## config.mk

```make
export PLATFORM = sky130hd
export DESIGN_NAME = grf_wport_arbiter
export DESIGN_NICKNAME = d
export VERILOG_FILES = /design/src/rtl/grf_arb_pkg.sv /design/src/rtl/grf_arb_fifo.sv /design/src/rtl/grf_wport_arbiter.sv
export SDC_FILE = /design/constraint.sdc
export NUM_CORES = 1
export LEC_CHECK = 0
export ABC_AREA = 1
export CAP_MARGIN = 10
export CORE_ASPECT_RATIO = 1.2
export CORE_UTILIZATION = 47
export DETAILED_ROUTE_END_ITERATION = 8
export GPL_TIMING_DRIVEN = 0
export PLACE_DENSITY = 0.8
export SLEW_MARGIN = 20
export SYNTH_ARGS = -nofsm -noshare
export SYNTH_HDL_FRONTEND = slang
export SYNTH_SLANG_ARGS = --single-unit
```

## constraint.sdc

```tcl
create_clock -name clk -period 2.7 [get_ports clk]
set_input_delay 0.405 -clock clk [delete_from_list [all_inputs] [get_ports clk]]
set_output_delay 0.405 -clock clk [all_outputs]
set_load 0.005 [all_outputs]
```

## src/rtl/grf_arb_pkg.sv

```systemverilog
// Shared widths, zero-register constant and FIFO entry type for the GRF write-port arbiter.
package grf_arb_pkg;
    localparam int AW = 5;
    localparam int DW = 32;
    localparam logic [AW-1:0] ZERO_REG = '0;

    typedef struct packed {
        logic [AW-1:0] addr;
        logic [DW-1:0] data;
    } grf_entry_t;
endpackage

```

## src/rtl/grf_arb_fifo.sv

```systemverilog
// Circular buffer for side-requester results, with per-entry address taps for pending checks.
module grf_arb_fifo
    import grf_arb_pkg::*;
#(
    parameter int DEPTH = 2
) (
    input  logic                        clk,
    input  logic                        reset,
    input  logic                        push,
    input  grf_entry_t                  push_entry,
    input  logic                        pop,
    output grf_entry_t                  head,
    output logic [$clog2(DEPTH):0]      count,
    output logic [DEPTH-1:0]            entry_valid,
    output logic [DEPTH-1:0][AW-1:0]    entry_addr
);
    localparam int PW = $clog2(DEPTH);
    localparam int CW = PW + 1;

    grf_entry_t       mem [DEPTH];
    logic [PW-1:0]    wptr, rptr;

    // Pointers wrap naturally because DEPTH is a power of two; valid bits track live entries.
    always_ff @(posedge clk or negedge reset) begin
        if (!reset) begin
            wptr        <= '0;
            rptr        <= '0;
            count       <= '0;
            entry_valid <= '0;
        end else begin
            if (push) begin
                entry_valid[wptr] <= 1'b1;
                wptr              <= wptr + 1'b1;
            end
            if (pop) begin
                entry_valid[rptr] <= 1'b0;
                rptr              <= rptr + 1'b1;
            end
            count <= count + CW'(push) - CW'(pop);
        end
    end

    // Payload storage needs no reset; the valid bits decide what is live.
    always_ff @(posedge clk) begin
        if (push) mem[wptr] <= push_entry;
    end

    assign head = mem[rptr];

    for (genvar i = 0; i < DEPTH; i++) begin : g_taps
        assign entry_addr[i] = mem[i].addr;
    end
endmodule

```

## src/rtl/grf_wport_arbiter.sv

```systemverilog
// Shares the GRF write port between the W stage (always wins) and buffered mult/div results.
module grf_wport_arbiter
    import grf_arb_pkg::*;
#(
    parameter int DEPTH        = 2,
    parameter int STARVE_LIMIT = 4
) (
    input  logic          clk,
    input  logic          reset,
    input  logic          w_we,
    input  logic [AW-1:0] w_addr,
    input  logic [DW-1:0] w_data,
    input  logic          x_valid,
    output logic          x_ready,
    input  logic [AW-1:0] x_addr,
    input  logic [DW-1:0] x_data,
    output logic          grf_we,
    output logic [AW-1:0] grf_addr,
    output logic [DW-1:0] grf_wdata,
    output logic          stall_req,
    input  logic [AW-1:0] q_rs,
    input  logic [AW-1:0] q_rt,
    output logic          pend_rs,
    output logic          pend_rt
);
    localparam int CW = $clog2(DEPTH) + 1;
    localparam int SW = $clog2(STARVE_LIMIT + 1);

    grf_entry_t            head;
    logic [CW-1:0]         count;
    logic [DEPTH-1:0]      entry_valid;
    logic [DEPTH-1:0][AW-1:0] entry_addr;
    logic [SW-1:0]         starve_cnt;
    logic                  w_eff, empty, full, push, pop;

    assign w_eff   = w_we & (w_addr != ZERO_REG);
    assign empty   = (count == '0);
    assign full    = (count == CW'(DEPTH));
    // Gated by reset so the requester sees no room while reset is held.
    assign x_ready = reset & ~full;
    // Writes to r0 are accepted but never occupy an entry.
    assign push    = x_valid & x_ready & (x_addr != ZERO_REG);
    assign pop     = ~w_eff & ~empty;

    grf_arb_fifo #(.DEPTH(DEPTH)) u_fifo (
        .clk         (clk),
        .reset       (reset),
        .push        (push),
        .push_entry  ('{addr: x_addr, data: x_data}),
        .pop         (pop),
        .head        (head),
        .count       (count),
        .entry_valid (entry_valid),
        .entry_addr  (entry_addr)
    );

    // Port mux: W stage first, then FIFO head, else idle; forced idle during reset.
    always_comb begin
        grf_we    = 1'b0;
        grf_addr  = '0;
        grf_wdata = '0;
        if (reset) begin
            if (w_eff) begin
                grf_we    = 1'b1;
                grf_addr  = w_addr;
                grf_wdata = w_data;
            end else if (!empty) begin
                grf_we    = 1'b1;
                grf_addr  = head.addr;
                grf_wdata = head.data;
            end
        end
    end

    // Count consecutive cycles a non-empty FIFO loses the port to the W stage.
    always_ff @(posedge clk or negedge reset) begin
        if (!reset)
            starve_cnt <= '0;
        else if (empty || pop)
            starve_cnt <= '0;
        else if (starve_cnt != SW'(STARVE_LIMIT))
            starve_cnt <= starve_cnt + 1'b1;
    end

    assign stall_req = full | (~empty & (starve_cnt == SW'(STARVE_LIMIT)));

    // Pending compare against every live buffered entry; r0 is never pending.
    always_comb begin
        pend_rs = 1'b0;
        pend_rt = 1'b0;
        for (int i = 0; i < DEPTH; i++) begin
            if (entry_valid[i] && entry_addr[i] == q_rs) pend_rs = 1'b1;
            if (entry_valid[i] && entry_addr[i] == q_rt) pend_rt = 1'b1;
        end
        if (q_rs == ZERO_REG) pend_rs = 1'b0;
        if (q_rt == ZERO_REG) pend_rt = 1'b0;
    end
endmodule

```

### Word level (Yosys, flattened, before mapping)

Memory sizes are Yosys's and may differ from the RTL's.
Index checks and enable logic that the tools add are counted.

* bits in registers: 9
* memory bits (writable): 74
* bits of input ports: 88
* output and inout port bits: 42
* word-level logic and storage cells: 73
* memories kept: 1

Memories
* u_fifo.mem: depth 2, width 37, read ports 3, clocked after memory_dff 0, wr ports 1, line grf_arb_fifo.sv:20 `grf_entry_t mem [DEPTH];`

* add/sub/neg operators: 5
* magnitude comparators: 4
* eq/ne operators: 7
* muxes and demuxes: 25
* bitwise operators: 13
* reductions and logical operators: 13

Operators with widths (count)
* 32-bit two-way mux: 3
* 5-bit equality test: 4
* 5-bit two-way mux: 3
* 1-bit two-way mux: 13
* 5-bit logical NOT: 2
* 5-bit nonzero test: 2
* 1-bit AND: 6
* 1-bit logical AND: 6
* 3-bit two-way mux: 2
* 1-bit by 2-bit less-than comparator with 1-bit output (second input constant): 2
* 2-bit two-way mux: 2
* 3-bit by 1-bit adder with 3-bit output (second input constant): 1
* 3-bit equality test (second input constant): 1
* 3-bit inequality test (second input constant): 1
* 1-bit inverter: 3
* 1-bit adder (second input constant): 2
* 2-bit by 1-bit adder with 2-bit output: 1
* 2-bit AND: 1
* 1-bit demux with 1-bit select: 2
* 2-bit equality test (second input constant): 1
* 1-bit greater-or-equal comparator (second input constant): 2
* 2-bit logical NOT: 1
* 2-bit inverter: 1
* 2-bit OR: 1
* other kinds (4): 4

### Longest topological paths before layout

* depth after elaboration: 8
* depth in mapped cells: 11
* mapped depth without buffers: 9

### Hierarchy

Synthesis repeated with hierarchy kept, for this count alone.

* cell total of the unflattened synthesis: 497
* area total of the unflattened synthesis: 4285.4 um^2

By module, submodules not included
* grf_arb_fifo: instances 1, cells an instance 236, area an instance 3052.9 um^2
* grf_wport_arbiter: instances 1, cells an instance 261, area an instance 1232.4 um^2

### Least setup slack after synthesis

Ideal clock, no wire load.

* kind: register to register
* start point: register u_fifo.count[1]
* end point: memory u_fifo.mem[0][0] (netlist name), enable pin
* setup time: 0.392 ns
* data arrival time: 1.557 ns
* required time: 2.308 ns
* path slack: 0.751 ns
* stages on the path, launching flop included: 6
* path buffers: 0
* period minus slack after synthesis: 1.949 ns
* cell sequence: dfrtp_1 inv_1 nor2_1 nor3_2 nand3_1 inv_1

* word-level cells in the longest chain between the ends: 7

RTL lines
* start: declaration: line grf_arb_fifo.sv:13 `output logic [$clog2(DEPTH):0] count,`
* start signal: assignment: line grf_arb_fifo.sv:39 `count <= count + CW'(push) - CW'(pop);`
* 2-bit equality test: line grf_wport_arbiter.sv:38 `assign full = (count == CW'(DEPTH));`
* 1-bit inverter: line grf_wport_arbiter.sv:40 `assign x_ready = reset & ~full;`
* 1-bit AND: line grf_wport_arbiter.sv:40
* 1-bit AND (2 in series): line grf_wport_arbiter.sv:42 `assign push = x_valid & x_ready & (x_addr != ZERO_REG);`
* 1-bit two-way mux: line grf_arb_fifo.sv:45 `if (push) mem[wptr] <= push_entry;`
* 1-bit two-way mux (not written as such): line grf_arb_fifo.sv:45
* end: declaration: line grf_arb_fifo.sv:20

No other way between the ends.

### Worst setup path in the final report

* start point: input w_addr[2]
* end point: output grf_addr[4]

* word-level cells in the longest chain between the ends: 4

RTL lines
* start: declaration: line grf_wport_arbiter.sv:11 `input logic [AW-1:0] w_addr,`
* 5-bit nonzero test: line grf_wport_arbiter.sv:36 `assign w_eff = w_we & (w_addr != ZERO_REG);`
* 1-bit AND: line grf_wport_arbiter.sv:36
* 5-bit two-way mux: line grf_wport_arbiter.sv:63 `if (w_eff) begin`
* 5-bit two-way mux: line grf_wport_arbiter.sv:62 `if (reset) begin`
* end: declaration: line grf_wport_arbiter.sv:18 `output logic [AW-1:0] grf_addr,`

No other way between the ends.

==> metrics.log <==
[metrics] share of the synthesized area in the top cell type: 0.528
[metrics] total detailed-routing wirelength: 11,700 µm
[metrics] Switching Fraction: 0.346
[metrics] total negative slack for setup checks: 0 ns
[metrics] pin count of the biggest net entering global routing: 30
[metrics] io pins: 130
[metrics] detailed-route DRC error count: 0
[metrics] Via-to-Cell Ratio: 5.10
[metrics] tightest slew margin relative to the limit: 0.678
[metrics] largest cells by area after synthesis: sky130_fd_sc_hd__edfxtp_1 53%, sky130_fd_sc_hd__nand2_1 19%, sky130_fd_sc_hd__a21oi_1 8.9%
[metrics] Syn Std Cell Area: 4210 µm²
[metrics] share of post-route cells with drive strength above 1: 0.0740
[metrics] antenna violation net count after detailed routing: 0
[metrics] Seq. cell area: 2450 µm²
[metrics] # setup viols final: 0
[metrics] largest fanout on the critical path: 10
[metrics] number of buffers inserted during clock tree synthesis: 9
[metrics] instance count of the mapped netlist: 487
[metrics] net total in the final layout: 721
[metrics] total of flip-flops plus latches after synthesis: 83
[metrics] number of placement rows: 37
[metrics] PnR Total Power: 4.17 mW
[metrics] highest ir drop seen on vdd: 329 µV
[metrics] fraction of power consumed by combinational cells: 0.384
[metrics] GRT Total Usage: 0.259
[metrics] first-pass GRT wire length: 18,100 µm
[metrics] half-perimeter wire length after placement: 8650 µm
[metrics] Critical Path Source Type: input port
[metrics] Max Root-Sink Buffers: 2
[metrics] Yosys warnings: 0
[metrics] area of all placed cells without fillers: 5950 µm²
[metrics] distinct cell type count after synthesis: 24
[metrics] Synth Area per Inst: 8.65 µm²
[metrics] leak pwr: 2.50 nW
[metrics] time the final worst path needs with I/O delays and setup: 2.64 ns
[metrics] startpoint-to-endpoint class of the critical path: input port to primary output
[metrics] Die Y: 106 µm
[metrics] horizontal die dimension: 88.4 µm
[metrics] gr ovfl total: 0
[metrics] crit end category: primary output
[metrics] clock network fraction of total power: 0.210
[metrics] GP Congestion: 0.878
[metrics] switching power: 1.44 mW
[metrics] drt first pass iters: 5
[metrics] vias in the first global route: 3,864
[metrics] Filler Cell Count: 699
[metrics] initial standard-cell utilization of the core: 0.486
[metrics] Worst Clk Skew: 0.0102 ns
[metrics] status: completed
[metrics] crit share post-route: 0.976
[metrics] level count of the clock H-tree: 3
[metrics] number of DRC markers after the initial detailed-route iteration: 276
[metrics] Port-buffer cells: 129
[metrics] worst hold-check path type: flop to flop
[metrics] area of the multi-input gates: 1490 µm²
[metrics] internal portion of total power: 2.73 mW
[metrics] arrival time reported for the critical path endpoint: 2.23 ns
[metrics] antenna diode instance count: 0
[metrics] CTS tree: done
[metrics] sequential power share: 0.406
[metrics] sequential-to-total area share from yosys stat: 0.581
[metrics] count of final hold-check violations: 0
[metrics] max-cap check violation count: 0
[metrics] fmax: 379 MHz
[metrics] full die area: 9350 µm²
[metrics] detailed-route via count: 3,833
[metrics] Placement Cell Area: 5700 µm²
[metrics] layout overhead on the synthesized area: 41.2%
[metrics] CTS root buffer: sky130_fd_sc_hd__clkbuf_8
[metrics] pin slew with the least headroom to its limit: 0.482 ns
[metrics] cell type with the highest aggregate area in the netlist: sky130_fd_sc_hd__edfxtp_1
[metrics] max-slew violation count: 0
[metrics] clock latency reported for the late side of the worst-skew pair: 0.35 ns
[metrics] post-layout util: 0.687
[metrics] initial antenna violation count: 0
[metrics] standard cell core area: 8660 µm²
[metrics] net count after synthesis: 578
[metrics] total power per unit cell area: 700 nW/µm²
[metrics] clock-pin slew reported for the worst setup and hold paths after clock tree synthesis: 0.08 ns
[metrics] endpoint required time on the critical path: 2.30 ns
[metrics] average detailed-routed wire length per instance: 15.6 µm
[metrics] sink count of the clock tree: 83
synthesized netlist by cell type:
cell type,n
sky130_fd_sc_hd__xor2_1,1
sky130_fd_sc_hd__dfrtp_1,9
sky130_fd_sc_hd__edfxtp_1,74
sky130_fd_sc_hd__inv_1,35
sky130_fd_sc_hd__buf_1,1
sky130_fd_sc_hd__clkinv_2,1
sky130_fd_sc_hd__nor3_2,1
sky130_fd_sc_hd__o21ai_0,7
sky130_fd_sc_hd__nand2_2,1
sky130_fd_sc_hd__nor3_1,2
sky130_fd_sc_hd__clkbuf_1,2
sky130_fd_sc_hd__nand3b_1,2
sky130_fd_sc_hd__ha_1,3
sky130_fd_sc_hd__xnor2_1,1
sky130_fd_sc_hd__a21oi_1,75
sky130_fd_sc_hd__inv_2,1
sky130_fd_sc_hd__buf_2,12
sky130_fd_sc_hd__nand2_1,209
sky130_fd_sc_hd__buf_4,5
sky130_fd_sc_hd__nor2_4,1
sky130_fd_sc_hd__nand3_1,15
sky130_fd_sc_hd__nand3_2,1
sky130_fd_sc_hd__nor2_1,25
sky130_fd_sc_hd__buf_6,3
cells by family after synthesis:
kind of cell / Yosys count / synth area share
buf+inv: 60 / 0.0671
flops: 83 / 0.581
xor+xnor: 2 / 0.00416
fa+ha+maj: 3 / 0.00891
simple gates: 257 / 0.241
compound gates: 82 / 0.0974
routing by layer:
metal  routed length [µm]  vias to the layer above  share of wire  global-route usage
li1                     -                     1883              -                   -
met2                 6130                      149           0.52               0.451
met4                  325                        0          0.028               0.115
met1                 4560                     1777           0.39               0.306
met5                    0                        -              0                   0
met3                  721                       24          0.061              0.0446
layout make-up:
type,instances,share of cell area
plain buffers,23,0.0282
clock buffers,12,0.0244
clock inverters,4,0.00863
inverters,37,0.0236
multi-input cells,344,0.250
flip-flops and latches,83,0.412
well taps,117,0.0246
repair buffers,132,0.229
per-stage QoR:
step | hold WS, ns | cells | setup WS [ns]
2_1_floorplan | 0.109 | 487 | 0.751
3_3_place_gp | 0.482 | 733 | -0.631
3_5_place_dp | 0.491 | 735 | -0.315
4_1_cts | 0.0750 | 751 | 0.00710
5_1_grt | 0.574 | 752 | -0.00952
6_report | 0.547 | 752 | 0.0640
worst max-delay path, stage by stage:
cell and delay (ns):
sky130_fd_sc_hd__clkdlybuf4s50_1 0.44, sky130_fd_sc_hd__nor2_2 0.14, sky130_fd_sc_hd__nand3_2 0.11, sky130_fd_sc_hd__nand2_4 0.14, sky130_fd_sc_hd__inv_2 0.08, sky130_fd_sc_hd__buf_8 0.15, sky130_fd_sc_hd__nand2_1 0.07, sky130_fd_sc_hd__nand2_1 0.05
sky130_fd_sc_hd__nor2_1 0.14, sky130_fd_sc_hd__clkdlybuf4s50_1 0.52
placed cells by master, fill, tap and decap left out:
master,netlist,routed
sky130_fd_sc_hd__buf_8,0,2
sky130_fd_sc_hd__nor2_4,1,1
sky130_fd_sc_hd__o21ai_0,7,7
sky130_fd_sc_hd__dlymetal6s2s_1,0,7
sky130_fd_sc_hd__nor3_2,1,1
sky130_fd_sc_hd__dfrtp_1,9,9
sky130_fd_sc_hd__nand3b_1,2,2
sky130_fd_sc_hd__a21oi_1,75,75
sky130_fd_sc_hd__buf_12,0,1
sky130_fd_sc_hd__nor2_2,0,1
sky130_fd_sc_hd__nor3_1,2,2
sky130_fd_sc_hd__ha_1,3,3
sky130_fd_sc_hd__bufinv_16,0,1
sky130_fd_sc_hd__buf_4,5,7
sky130_fd_sc_hd__inv_1,35,33
sky130_fd_sc_hd__buf_6,3,2
sky130_fd_sc_hd__clkinv_2,1,2
sky130_fd_sc_hd__dlygate4sd3_1,0,1
sky130_fd_sc_hd__buf_16,0,1
sky130_fd_sc_hd__clkinvlp_4,0,1
sky130_fd_sc_hd__nand3_1,15,15
sky130_fd_sc_hd__edfxtp_1,74,74
sky130_fd_sc_hd__nor2_1,25,24
sky130_fd_sc_hd__nand2_4,0,1
sky130_fd_sc_hd__clkinv_4,0,1
sky130_fd_sc_hd__xor2_1,1,1
sky130_fd_sc_hd__inv_2,1,3
sky130_fd_sc_hd__dlygate4sd2_1,0,1
sky130_fd_sc_hd__clkbuf_1,2,4
sky130_fd_sc_hd__clkbuf_2,0,1
sky130_fd_sc_hd__nand3_2,1,1
sky130_fd_sc_hd__nand2_1,209,209
sky130_fd_sc_hd__clkbuf_8,0,10
sky130_fd_sc_hd__clkbuf_4,0,2
sky130_fd_sc_hd__buf_2,12,8
sky130_fd_sc_hd__clkdlybuf4s50_1,0,120
sky130_fd_sc_hd__xnor2_1,1,1
worst paths after layout:
check | from | to | slack, ns | cells past startpoint
max reg2reg | u_fifo.count[1] | u_fifo.mem[1][3] | 0.84 | 6
max | w_addr[2] | grf_addr[4] | 0.06 | 10
min | u_fifo.wptr | u_fifo.wptr | 0.55 | 2
min in group asynchronous | reset | u_fifo.entry_valid[1] | 0.57 | 2
min reg2reg | u_fifo.wptr | u_fifo.wptr | 0.55 | 2
max in group asynchronous | reset | u_fifo.rptr | 1.82 | 2
registers in the layout, indices dropped and copies added (netlist names):
signal and cells:
starve_cnt 3, u_fifo.count 2, u_fifo.entry_valid 2, u_fifo.mem 74, u_fifo.rptr 1, u_fifo.wptr 1
power by group through the flow:
stage                     Combinational (mW)  Sequential (mW)  Clock, mW
after floorplan                        0.917             1.70          0
after global placement                  1.51             1.72          0
after detailed placement                1.57             1.72          0
after CTS                               1.59             1.69      0.885
after global routing                    1.76             1.71      0.941
final                                   1.60             1.69      0.874
repair_timing:
action                                 4_1_cts  5_1_grt
hold buffers                                 0        1
setup endpoints to repair                   34       35
gates resized for setup                      5       19
cloned                                       0        0
buffers inserted                             0        0
endpoints found under the hold margin        0        9
(Power assumes the default switching activity.)
